[src/rtl/cp0_reg_file_pkg.sv]
// Shared CP0 definitions: register indices, exception codes, Status/Cause
// bit positions, writable-field masks and reset constants.
package cp0_reg_file_pkg;

    localparam int unsigned XLEN = 32;

    typedef enum logic [4:0] {
        CP0_REG_BADVADDR = 5'd8,
        CP0_REG_COUNT    = 5'd9,
        CP0_REG_COMPARE  = 5'd11,
        CP0_REG_STATUS   = 5'd12,
        CP0_REG_CAUSE    = 5'd13,
        CP0_REG_EPC      = 5'd14,
        CP0_REG_PRID     = 5'd15
    } cp0_reg_e;

    typedef enum logic [4:0] {
        EXC_INT  = 5'd0,
        EXC_ADEL = 5'd4,
        EXC_ADES = 5'd5,
        EXC_SYS  = 5'd8,
        EXC_BP   = 5'd9,
        EXC_RI   = 5'd10,
        EXC_OV   = 5'd12
    } exc_code_e;

    localparam int unsigned STATUS_IE_BIT  = 0;
    localparam int unsigned STATUS_EXL_BIT = 1;

    // MTC0 only touches these bits; everything else keeps its old value.
    localparam logic [XLEN-1:0] STATUS_WMASK = 32'h0000_FF03;

    localparam logic [XLEN-1:0] PRID_VALUE_DEFAULT   = 32'h0000_4220;
    localparam logic [XLEN-1:0] STATUS_RESET_DEFAULT = 32'h0040_0000;

    function automatic logic [XLEN-1:0] merge_masked(
        input logic [XLEN-1:0] old_val,
        input logic [XLEN-1:0] new_val,
        input logic [XLEN-1:0] mask
    );
        return (old_val & ~mask) | (new_val & mask);
    endfunction

    // Address-error exceptions are the only ones that record BadVAddr.
    function automatic logic is_addr_exc(input logic [4:0] code);
        return (code == EXC_ADEL) || (code == EXC_ADES);
    endfunction

endpackage

[src/rtl/cp0_reg_file_if.sv]
// MTC0 write port and combinational CP0 read port.
//   we_i/waddr_i/wdata_i : MTC0 commit from WB
//   raddr_i/rdata_o      : read of committed register (unimplemented -> 0)
interface cp0_reg_file_if;
    logic        we_i;
    logic [4:0]  waddr_i;
    logic [31:0] wdata_i;
    logic [4:0]  raddr_i;
    logic [31:0] rdata_o;

    modport master (output we_i, waddr_i, wdata_i, raddr_i, input rdata_o);
    modport slave  (input we_i, waddr_i, wdata_i, raddr_i, output rdata_o);
endinterface

[src/rtl/cp0_reg_file_timer.sv]
// CP0 timer: Count, Compare, half-rate tick flop and sticky timer pending.
//   count_we_i/compare_we_i : MTC0 to Count/Compare with wdata_i
//   count_o/compare_o       : committed values
//   timer_int_o             : set on Count==Compare (Compare!=0), cleared by
//                             any MTC0 to Compare
module cp0_timer
    import cp0_reg_file_pkg::*;
(
    input  logic            clk,
    input  logic            rst_n,
    input  logic            count_we_i,
    input  logic            compare_we_i,
    input  logic [XLEN-1:0] wdata_i,
    output logic [XLEN-1:0] count_o,
    output logic [XLEN-1:0] compare_o,
    output logic            timer_int_o
);

    logic            tick_q, tick_d;
    logic [XLEN-1:0] count_q, count_d;
    logic [XLEN-1:0] compare_q, compare_d;
    logic            timer_int_q, timer_int_d;

    always_comb begin
        tick_d      = ~tick_q;
        count_d     = count_q;
        compare_d   = compare_q;
        timer_int_d = timer_int_q;

        // A Count write restarts the half-rate phase.
        if (count_we_i) begin
            count_d = wdata_i;
            tick_d  = 1'b0;
        end else if (tick_q) begin
            count_d = count_q + 32'd1;
        end

        // Match uses the incoming Count value; a Compare write wins over it.
        if (compare_we_i) begin
            compare_d   = wdata_i;
            timer_int_d = 1'b0;
        end else if ((count_d == compare_q) && (compare_q != '0)) begin
            timer_int_d = 1'b1;
        end
    end

    always_ff @(posedge clk or negedge rst_n) begin
        if (!rst_n) begin
            tick_q      <= 1'b0;
            count_q     <= '0;
            compare_q   <= '0;
            timer_int_q <= 1'b0;
        end else begin
            tick_q      <= tick_d;
            count_q     <= count_d;
            compare_q   <= compare_d;
            timer_int_q <= timer_int_d;
        end
    end

    assign count_o     = count_q;
    assign compare_o   = compare_q;
    assign timer_int_o = timer_int_q;

endmodule

[src/rtl/cp0_reg_file.sv]
// Coprocessor 0 register file: committed CP0 state with MTC0 writes,
// exception entry, ERET, timer and hardware interrupt sampling.
//   bus            : MTC0 write port and combinational read port
//   exc_*_i        : exception taken this cycle and its attributes
//   eret_i         : ERET committing this cycle
//   hw_int_i       : level-sensitive external interrupt lines
//   *_o            : committed Count/Compare/Status/Cause/EPC values,
//                    interrupt request and timer pending flag
module cp0_reg_file
    import cp0_reg_file_pkg::*;
#(
    parameter logic [31:0] PRID_VALUE   = PRID_VALUE_DEFAULT,
    parameter logic [31:0] STATUS_RESET = STATUS_RESET_DEFAULT
) (
    input  logic            clk,
    input  logic            rst_n,
    cp0_reg_file_if.slave   bus,
    input  logic            exc_valid_i,
    input  logic [4:0]      exc_code_i,
    input  logic [XLEN-1:0] exc_pc_i,
    input  logic            exc_bd_i,
    input  logic [XLEN-1:0] exc_badvaddr_i,
    input  logic            eret_i,
    input  logic [5:0]      hw_int_i,
    output logic [XLEN-1:0] count_o,
    output logic [XLEN-1:0] compare_o,
    output logic [XLEN-1:0] status_o,
    output logic [XLEN-1:0] cause_o,
    output logic [XLEN-1:0] epc_o,
    output logic            int_req_o,
    output logic            timer_int_o
);

    logic [XLEN-1:0] status_q, status_d;
    logic [XLEN-1:0] epc_q, epc_d;
    logic [XLEN-1:0] badvaddr_q, badvaddr_d;
    logic            bd_q, bd_d;
    logic [4:0]      exccode_q, exccode_d;
    logic [5:0]      ip_hw_q, ip_hw_d;
    logic [1:0]      ip_sw_q, ip_sw_d;

    logic wr_count, wr_compare, wr_status, wr_cause, wr_epc;
    logic [XLEN-1:0] cause_val;

    assign wr_count   = bus.we_i && (bus.waddr_i == CP0_REG_COUNT);
    assign wr_compare = bus.we_i && (bus.waddr_i == CP0_REG_COMPARE);
    assign wr_status  = bus.we_i && (bus.waddr_i == CP0_REG_STATUS);
    assign wr_cause   = bus.we_i && (bus.waddr_i == CP0_REG_CAUSE);
    assign wr_epc     = bus.we_i && (bus.waddr_i == CP0_REG_EPC);

    cp0_timer u_timer (
        .clk          (clk),
        .rst_n        (rst_n),
        .count_we_i   (wr_count),
        .compare_we_i (wr_compare),
        .wdata_i      (bus.wdata_i),
        .count_o      (count_o),
        .compare_o    (compare_o),
        .timer_int_o  (timer_int_o)
    );

    always_comb begin
        status_d   = status_q;
        epc_d      = epc_q;
        badvaddr_d = badvaddr_q;
        bd_d       = bd_q;
        exccode_d  = exccode_q;
        ip_hw_d    = hw_int_i;
        ip_sw_d    = ip_sw_q;

        // MTC0 first; exception/ERET then override the fields they own.
        if (wr_status) status_d = merge_masked(status_q, bus.wdata_i, STATUS_WMASK);
        if (wr_cause)  ip_sw_d  = bus.wdata_i[9:8];
        if (wr_epc)    epc_d    = bus.wdata_i;

        if (exc_valid_i) begin
            // Nested exceptions keep the original return point.
            if (!status_d[STATUS_EXL_BIT]) begin
                epc_d = exc_bd_i ? (exc_pc_i - 32'd4) : exc_pc_i;
                bd_d  = exc_bd_i;
            end
            status_d[STATUS_EXL_BIT] = 1'b1;
            exccode_d = exc_code_i;
            if (is_addr_exc(exc_code_i)) badvaddr_d = exc_badvaddr_i;
        end else if (eret_i) begin
            status_d[STATUS_EXL_BIT] = 1'b0;
        end
    end

    always_ff @(posedge clk or negedge rst_n) begin
        if (!rst_n) begin
            status_q   <= STATUS_RESET;
            epc_q      <= '0;
            badvaddr_q <= '0;
            bd_q       <= 1'b0;
            exccode_q  <= '0;
            ip_hw_q    <= '0;
            ip_sw_q    <= '0;
        end else begin
            status_q   <= status_d;
            epc_q      <= epc_d;
            badvaddr_q <= badvaddr_d;
            bd_q       <= bd_d;
            exccode_q  <= exccode_d;
            ip_hw_q    <= ip_hw_d;
            ip_sw_q    <= ip_sw_d;
        end
    end

    // IP[15] shares the top hardware line with the timer pending flag.
    assign cause_val = {bd_q, 15'b0, ip_hw_q[5] | timer_int_o, ip_hw_q[4:0],
                        ip_sw_q, 1'b0, exccode_q, 2'b00};

    assign status_o  = status_q;
    assign cause_o   = cause_val;
    assign epc_o     = epc_q;
    assign int_req_o = status_q[STATUS_IE_BIT] & ~status_q[STATUS_EXL_BIT]
                     & |(cause_val[15:8] & status_q[15:8]);

    always_comb begin
        bus.rdata_o = '0;
        case (bus.raddr_i)
            CP0_REG_BADVADDR: bus.rdata_o = badvaddr_q;
            CP0_REG_COUNT:    bus.rdata_o = count_o;
            CP0_REG_COMPARE:  bus.rdata_o = compare_o;
            CP0_REG_STATUS:   bus.rdata_o = status_q;
            CP0_REG_CAUSE:    bus.rdata_o = cause_val;
            CP0_REG_EPC:      bus.rdata_o = epc_q;
            CP0_REG_PRID:     bus.rdata_o = PRID_VALUE;
            default:          bus.rdata_o = '0;
        endcase
    end

endmodule

[src/flat_wrapper.sv]
// flat-port wrapper written by rule: the top's interface ports become plain ports
module cp0_reg_file_flat import cp0_reg_file_pkg::*;
#(
    parameter logic [31:0] PRID_VALUE   = PRID_VALUE_DEFAULT,
    parameter logic [31:0] STATUS_RESET = STATUS_RESET_DEFAULT
)
  (clk, rst_n, exc_valid_i, exc_code_i, exc_pc_i, exc_bd_i, exc_badvaddr_i, eret_i, hw_int_i, count_o, compare_o, status_o, cause_o, epc_o, int_req_o, timer_int_o, bus_we_i, bus_waddr_i, bus_wdata_i, bus_raddr_i, bus_rdata_o);
  cp0_reg_file_if bus_i ();
  input  logic clk;
  input  logic rst_n;
  input  logic exc_valid_i;
  input  logic [4:0] exc_code_i;
  input  logic [XLEN-1:0] exc_pc_i;
  input  logic exc_bd_i;
  input  logic [XLEN-1:0] exc_badvaddr_i;
  input  logic eret_i;
  input  logic [5:0] hw_int_i;
  output logic [XLEN-1:0] count_o;
  output logic [XLEN-1:0] compare_o;
  output logic [XLEN-1:0] status_o;
  output logic [XLEN-1:0] cause_o;
  output logic [XLEN-1:0] epc_o;
  output logic int_req_o;
  output logic timer_int_o;
  input wire logic [$bits(bus_i.we_i)-1:0] bus_we_i;
  input wire logic [$bits(bus_i.waddr_i)-1:0] bus_waddr_i;
  input wire logic [$bits(bus_i.wdata_i)-1:0] bus_wdata_i;
  input wire logic [$bits(bus_i.raddr_i)-1:0] bus_raddr_i;
  output wire logic [$bits(bus_i.rdata_o)-1:0] bus_rdata_o;
  assign bus_i.we_i = bus_we_i;
  assign bus_i.waddr_i = bus_waddr_i;
  assign bus_i.wdata_i = bus_wdata_i;
  assign bus_i.raddr_i = bus_raddr_i;
  assign bus_rdata_o = bus_i.rdata_o;
  cp0_reg_file #(.PRID_VALUE(PRID_VALUE), .STATUS_RESET(STATUS_RESET)) u_core (.clk(clk), .rst_n(rst_n), .bus(bus_i), .exc_valid_i(exc_valid_i), .exc_code_i(exc_code_i), .exc_pc_i(exc_pc_i), .exc_bd_i(exc_bd_i), .exc_badvaddr_i(exc_badvaddr_i), .eret_i(eret_i), .hw_int_i(hw_int_i), .count_o(count_o), .compare_o(compare_o), .status_o(status_o), .cause_o(cause_o), .epc_o(epc_o), .int_req_o(int_req_o), .timer_int_o(timer_int_o));
endmodule
[config.mk]
export PLATFORM = sky130hd
export DESIGN_NAME = cp0_reg_file_flat
export DESIGN_NICKNAME = d
export VERILOG_FILES = /design/src/rtl/cp0_reg_file_pkg.sv /design/src/rtl/cp0_reg_file_if.sv /design/src/rtl/cp0_reg_file_timer.sv /design/src/rtl/cp0_reg_file.sv /design/src/flat_wrapper.sv
export SDC_FILE = /design/constraint.sdc
export NUM_CORES = 1
export LEC_CHECK = 0
export CORE_UTILIZATION = 30
export CTS_BUF_LIST = sky130_fd_sc_hd__clkbuf_2
export DETAILED_ROUTE_END_ITERATION = 12
export GPL_TIMING_DRIVEN = 0
export PLACE_DENSITY_LB_ADDON = 0.2
export REMOVE_ABC_BUFFERS = 1
export SLEW_MARGIN = 5
export SYNTH_ARGS = -nofsm -noshare
export SYNTH_HDL_FRONTEND = slang
export SYNTH_SLANG_ARGS = --single-unit
export TNS_END_PERCENT = 10
[constraint.sdc]
create_clock -name clk -period 4.4 [get_ports clk]
set_input_delay 0.66 -clock clk [delete_from_list [all_inputs] [get_ports clk]]
set_output_delay 0.66 -clock clk [all_outputs]
set_load 0.01 [all_outputs]
; After elaboration in Yosys (flattened, before gate mapping)
; Cells that the tools add are included.
[totals]
in_bits = 123
regBits = 176
[classes]
n_addsub = 2
n_eq_ne = 15
muxes = 13
bitwise = 8
n_reduce_logical = 12
[ops]
columns = op, n
row1 = 32-bit one-hot mux with 7 select lines, 1
row2 = 32-bit two-way mux, 6
row3 = 5-bit by 4-bit == test with 1-bit output (second input constant), 12
row4 = 32-bit by 1-bit adder with 32-bit output (second input constant), 1
row5 = 32-bit == test, 1
row6 = 32-bit by 16-bit bitwise OR with 32-bit output, 1
row7 = 32-bit nonzero test, 1
row8 = 32-bit by 3-bit subtractor with 32-bit output (second input constant), 1
row9 = 5-bit by 3-bit == test with 1-bit output (second input constant), 2
row10 = 8-bit bitwise AND, 1
row11 = 8-bit OR reduction, 1
row12 = 1-bit logical AND, 6
row13 = 1-bit two-way mux, 5
row14 = 2-bit AND reduction, 2
row15 = 1-bit NOT, 3
row16 = 1-bit bitwise AND, 2
row17 = 2-bit two-way mux, 1
row18 = 2-bit nonzero test, 1
row19 = 1-bit logical OR, 1
row20 = 1-bit bitwise OR, 1

; Depth between registers and ports, before layout
[logic_depth]
word_depth = 7
ltp_mapped = 10
ltp_nobuf = 10

; Modules after synthesis
; Synthesis repeated with hierarchy kept, for this count alone.
[hier_totals]
cells_unflattened = 1011
hier_area_um2 = 9848.2
[by_module_without_submodules]
columns = mod, cells_each, instances, area_each_um2, seq_area_each_um2
row1 = cp0_reg_file, 538, 1, 5430.2, 2202.1
row2 = cp0_timer, 473, 1, 4418.0, 1651.6

; Worst setup path before layout
; No wires, ideal clock.
[synth_path]
path_type = input -> output
from = input port bus_raddr_i[3]
to = output port bus_rdata_o[19]
cell_stages = 7
setup_slack_ps = 1721
t_required_ps = 3740
t_arrival_ps = 2019
path_cell_list = nor2b_1 > and3_1 > nor2b_1 > clkbuf_1 > buf_1 > nand2_1 > o21ai_0
[synth_via]
elab_chain_cells = 2
[synth_lines]
columns = element, line
row1 = from (decl), flat_wrapper.sv:28  ; input wire logic [$bits(bus_i.raddr_i)-1:0] bus_raddr_i;
row2 = 5-bit by 4-bit == test with 1-bit output, cp0_reg_file.sv:122  ; case (bus.raddr_i)
row3 = 32-bit one-hot mux with 7 select lines *, cp0_reg_file.sv:122
row4 = to (decl), flat_wrapper.sv:29  ; output wire logic [$bits(bus_i.rdata_o)-1:0] bus_rdata_o;
; Every way passes the cells marked *; elsewhere a longest branch is shown, timed or not.

; Final worst setup path
[layout_path]
from = input port bus_raddr_i[3]
to = output port bus_rdata_o[11]
; Same word-level chain as after synthesis.

==> run_results.csv <==
group,metric,value,unit
synth,yosysTopAreaCellShare,39.0,%
routing,wl_per_cell,22.8,um
global_routing,grt_max_degree,100,
synth,yosys_warnings,0,
timing,tightest_slew,1180,ps
setup_path,rr_worst_depth,8,
synth,synthTopCellsByArea,"dfrtp_1 39%, mux2_2 8.0%, nand2_1 6.4%",
synth,synthArstFlopShare,100,%
global_routing,antenna_found_initial,1,
routing,final_antenna_net_count,0,
synth,synth_top_area_cell,"dfrtp_1",
synth,yosys-top-cells-count,"169 x nand2_1, 154 x dfrtp_1, 81 x nor2_1",
floorplan,core,32500,sq um
hold_path,hold_depth,1,
layout,stdcell_count,1780,
timing,period_minus_slack,4170,ps
setup_path,worstPathCellList,"clkdlybuf4s50_1 -> nor2b_2 -> and3_1 -> nor2b_4 -> a222oi_1 -> o21ai_0 -> clkdlybuf4s50_1",
hold_path,worstHoldPathType,"input port to flip-flop",
routing,met2_length,18600,um
setup_path,reg2reg_from,"u_core.u_timer.count_o[3]$_DFF_PN0_",
routing,drtIter0Drc,651,
layout,fillers,3253,
place,globalplace.congestion,0.905,
timing,rsz0062_at_grt,"false",
run,maxCapViolations,0,
floorplan,placementRows,66,
hold_path,whs_endpoint,"u_core.ip_hw_q[4]$_DFF_PN0_",
setup_path,crit_path_start_kind,"input port",
synth,synth-seq-area-share,39.0,%
floorplan,dieArea,33700,sq um
place,portBuffers,276,
place,placed_area,12900,sq um
synth,synth.distinct_cells,78,
setup_path,cpPeakStageDelay,750,ps
synth,synthFlopType,"dfrtp_1",
setup_path,crit_type,"input port to primary output",
setup_path,crit_slowest_cell,"nor2b_4",
clocking,clk_pin_slew,340,ps
timing,timing.final.ws_setup,234,ps
setup_path,required,3740,ps
layout,postLayoutCellArea,13200,sq um
floorplan,start_util,30.5,%
clocking,cts_tree,"yes",
power,p_leak,5.15,nW
routing,wl_met1,18400,um
place,dp_cells,1746,
place,pre_cts_ws,-653,ps
setup_path,r2r_end,"u_core.u_timer.timer_int_o$_DFFE_PN0P_",
layout,areaGrowthSynthToFinish,33.2,%
synth,synth-seq-cells,154,
status,status,"completed",
hold_path,hold_start,"hw_int_i[4]",
timing,max_slew_margin,20.9,%
clocking,cts-root-buf,"clkbuf_2",
global_routing,grt_pass1_vias,9026,
synth,synth_most_common_cell,"nand2_1",
timing,final_hold_viol_count,0,
power,power_density,381,nW/um^2
setup_path,crit_top_cell,"clkdlybuf4s50_1",
timing,slew_violations,0,
setup_path,r2r_slack,510,ps
power,p_total,5.02,mW
setup_path,cp_max_fo,29,
layout,drive_above_1_share,11.7,%
global_routing,gr-total-overflow,0,
global_routing,globalRouteTotalUtil,24.0,%
routing,via_per_inst,5.20,
timing,fmax,240,MHz
clocking,htree_levels,4,
floorplan,die_y,184,um
clocking,cts_buffers,17,
timing,finalSetupViolations,0,
timing,post-route-period-util,94.7,%
routing,met3_length,2460,um
floorplan,ioPinCount,317,
timing,tns,0,ps
global_routing,grt_pass1_wl,59300,um
clocking,cts_buffer_depth,2,
setup_path,cp.arrival,3510,ps
timing,clock_skew,55.8,ps
routing,drc,0,
synth,synth_edf_count,0,
synth,synthesis.area,9890,sq um
place,dp_hpwl,30700,um
routing,num_vias,9261,
layout,final_nets,1449,
setup_path,critPathCaptureType,"primary output",
clocking,cts.sinks,154,
power,peakVddDrop,0.142,mV
synth,syn_inst,1098,
clocking,postCtsSetupBuffers,0,
synth,avgSynthCellArea,9.01,sq um
floorplan,fp.dieW,184,um
clocking,clock_latency,830,ps
routing,wl,40500,um
routing,top_layer,"met4",
routing,drtPass1Iterations,6,
[worst max path at each step]
stage                   start                         endpoint  cells past startpoint
2_1_floorplan  bus_waddr_i[4]       u_core.epc_o[29]$_DFF_PN0_                      5
3_3_place_gp            rst_n  u_core.exccode_q[1]$_DFFE_PN0P_                      1
3_5_place_dp   bus_raddr_i[3]                   bus_rdata_o[4]                      7
4_1_cts        bus_raddr_i[3]                   bus_rdata_o[3]                      7
5_1_grt        bus_raddr_i[3]                   bus_rdata_o[8]                      7
6_report       bus_raddr_i[3]                  bus_rdata_o[11]                      7
[kinds of logic after synthesis]
logic type / synth area share [%]
AND/OR/NAND/NOR: 20.3
AO/OA/AOI/OAI: 14.0
flip-flops: 39.0
buffers and inverters: 7.25
multiplexers: 11.4
XOR/XNOR: 7.79
adder cells (fa/ha/maj): 0.253
other: 0.0759
[placed cells by master, fill, tap and decap left out, types with 4 or more instances in the layout]
master           count
nand2b_1             5
xnor2_1             53
nand2_2              4
mux2_2              70
or3_1                7
inv_1               15
xor2_1              35
nand2_1            167
o21ai_0             52
a221oi_1             4
o22ai_1              4
nor4_1              19
and3_1               5
a222oi_1            12
conb_1              40
a21o_1               4
o21ai_1              5
mux2i_1             34
buf_6                4
inv_6                4
or2_2                5
clkbuf_2            17
nor3_1              20
nand3_1             21
nand4_1             22
clkdlybuf4s50_1    273
nor2_1              76
a22oi_1             39
dfrtp_1            154
a31oi_1              5
nor3_2               6
nor4b_1              4
inv_8                6
a21oi_1             51
[power by group]
part	switching, mW	internal, mW
Clock	0.647	0.245
Sequential	0.547	1.71
Combinational	0.867	1.00
[registers in the layout (all words and copies together), names as in the netlist, 2 cells and up]
signal and cells:
u_core.u_timer.compare_o 32, u_core.ip_sw_q 2, u_core.badvaddr_q 32, u_core.ip_hw_q 6, u_core.exccode_q 5, u_core.status_o 10, u_core.epc_o 32, u_core.u_timer.count_o 32
[routing by layer]
| layer | vias up | GRT usage, % |
|---|---|---|
| met5 | - | 0 |
| met4 | 0 | 7.87 |
| met3 | 44 | 3.82 |
| met2 | 389 | 37.4 |
| met1 | 4532 | 33.6 |
| li1 | 4296 | - |
[cell type report]
class,instances,area (sq um),area share [%]
flip-flops and latches,154,3850,29.2
multi-input cells,848,5530,42.0
diodes,1,2.50,0.0190
repair buffers,288,2920,22.1
inverters,15,56.3,0.427
clock buffers,17,85.1,0.646
well taps,442,553,4.20
clock inverters,15,174,1.32
[through the flow]
stage | hold slack, ps | util (%)
after floorplan | 364 | -
after global placement | 486 | 39.1
after detailed placement | 487 | 39.7
after CTS | 107 | 40.6
after global routing | 111 | 40.6
final | 190 | 40.6
[critical path, delay by kind of cell]
kind / cells / cell delay (ps)
AND/OR/NAND/NOR: 3 / 1320
buffers and inverters: 2 / 1060
AO/OA/AOI/OAI: 2 / 450
[what timing repair did]
item / in CTS / in global routing
gates resized for setup: 5 / 2
hold buffers: 1 / 0
endpoints found under the setup margin: 13 / 10
hold endpoints to repair: 98 / 0
Note: power is estimated with default switching activity, not from simulation.
==> variant, RTL diff (same settings) <==
Reset style: synchronous (`rst_n`), changed in 2 clocked blocks.
--- a/src/rtl/cp0_reg_file_timer.sv
+++ b/src/rtl/cp0_reg_file_timer.sv
@@ -45,5 +45,5 @@
     end
 
-    always_ff @(posedge clk or negedge rst_n) begin
+    always_ff @(posedge clk) begin
         if (!rst_n) begin
             tick_q      <= 1'b0;
--- a/src/rtl/cp0_reg_file.sv
+++ b/src/rtl/cp0_reg_file.sv
@@ -88,5 +88,5 @@
     end
 
-    always_ff @(posedge clk or negedge rst_n) begin
+    always_ff @(posedge clk) begin
         if (!rst_n) begin
             status_q   <= STATUS_RESET;
Function: differs if rst_n is asserted again (counterexample within 4 cycles, from zero or initial values and one cycle with rst_n low); with rst_n held inactive, the same outputs for 4 cycles.
==> variant against the unedited design <==
Synthesized cell count up 10%. Clock skew down 3.3 ps. Critical endpoint is now bus_rdata_o[5]. Die area down 5.3%. Global-route usage up 1.0 points. Sequential share of layout area down 4.7 points. Maximum frequency down 0.83%. Synthesized area down 5.3%. Routed wire length about the same. Design area down 4.8%. Critical path type unchanged. Sequential cell count unchanged. Setup slack worse by 35 ps.
Power is not compared: it rests on default switching activity, and its combinational part moved more than twofold at a synthesized area within 25%.
==> variant: results (changes against the unedited design) <==
Hold EP = u_core.badvaddr_q[6]
Clock slew at reported path FFs = 290 ps (-50 ps)
Diodes inserted = 2 (+1)
Met2 WL post-DR = 18800 µm (+1.0%)
Netlist cell types = 70 (-10%)
Crit-path max FO = 23 (-21%)
Critical R2R Capture = u_core.u_timer.timer_int_o
Metal3 WL = 2870 µm (+17%)
Avg WL per Cell = 22.1 µm (-2.9%)
First-pass GRT wire length = 58600 µm (-1.1%)
CP Capture Point = bus_rdata_o[5]
HP Start = exc_badvaddr_i[6]
WP data arrival = 3540 ps (+30 ps)
Part of the cycle the worst path needs = 95.5% (+0.79 points)
Comb_multi_in = 936 (+10%)
Top-area cell type share of the netlist area = 32.9% (-6.0 points)
# fillers = 3202 (-1.6%)
Met1 WL = 18400 µm (-0.24%)
Post-synthesis xor/xnor area fraction = 7.86% (+0.065 points)
HPWL Detailed = 30900 µm (+0.43%)
Met1 usage in global routing = 35.0% (+1.4 points)
Min Hold Slack = 395 ps (+205 ps)
Place WS = -763 ps (-110 ps)
Drt total wl = 40500 µm (about the same)
Slowest stage cell, crit path = or3b_2
Vias in the first global route = 8904 (-1.4%)
Status = finished, final reports clean
Synth Area in Compound Gates = 18.7% (+4.8 points)
Async SR Flop Fraction = 0% (-100 points)
Max incr delay on CP = 730 ps (-20 ps)
Multi-input logic area = 5720 µm² (+3.3%)
Non-clk invs = 20 (+5)
Signal buffers share of area = 23.6% (+1.5 points)
Gpl congestion = 0.903 (-0.25%)
Comb pwr = 527 µW
Post-synthesis mux area share = 7.52% (-3.9 points)
Post-DP Area = 12300 µm² (-4.3%)
ClkCell Share = 1.61% (-0.36 points)
Largest net degree at the start of global routing = 98 (-2.0%)
Clock Skews = 52.5 ps (-3.28 ps)
Clock latency on the worst-skew pair = 750 ps (-80 ps)
GRT Overall Usage = 25.0% (+1.0 points)
Synth Instances = 1208 (+10%)
Vias = 9814 (+6.0%)
Top cells by count, synth = nand2_1, dfxtp_1, nor2_1, a21oi_1, clkbuf_1
Post-route core utilization = 40.9% (+0.30 points)
Nets = 1547 (+6.8%)
Reg2Reg Launch Point = u_core.u_timer.count_o[0]
Fraction of area in registers = 24.6% (-4.7 points)
Share of layout cells above drive strength 1 = 7.04% (-4.6 points)
M2 GR Usage = 39.9% (+2.5 points)
Reg2Reg Setup Slack = 650 ps (+140 ps)
Adder and majority cell fraction of the synthesized area = 0.267% (+0.014 points)
Placed Cells = 1799 (+3.0%)
Met3 GRT Util = 4.43% (+0.61 points)
Worst Hold Path Cells = 3 (+2)
Total CTS buffers = 17 (unchanged)
Starting DRT DRC Count = 837 (+29%)
Post-route cell area = 12500 µm² (-4.8%)
Synth area leaders = dfxtp_1, nand2_1, mux2i_1
## variant: cell count changes after synthesis, sizes merged, moves of 12 or more
| cell | delta |
|---|---|
| xnor2 | -24 |
| mux2 | -51 |
| buf | -12 |
| xor2 | +20 |
| dfxtp | +154 |
| nand2 | +23 |
| nor2 | +24 |
| dfrtp | -154 |
| a21oi | +32 |
| a211oi | +50 |
| clkbuf | +29 |
| o21ai | -22 |
| mux2i | +15 |
## variant: cell families (layout without fill, tap and decap cells)
group | Yosys count | count (layout)
AOI/OAI and AO/OA | 264 | 264
buffers and inverters | 156 | 345
DFF | 154 | 154
xor gates and xnor gates | 84 | 84
adders and majority gates | 2 | 2
other | 2 | 42
and+or+nand+nor | 478 | 478
muxes | 68 | 68
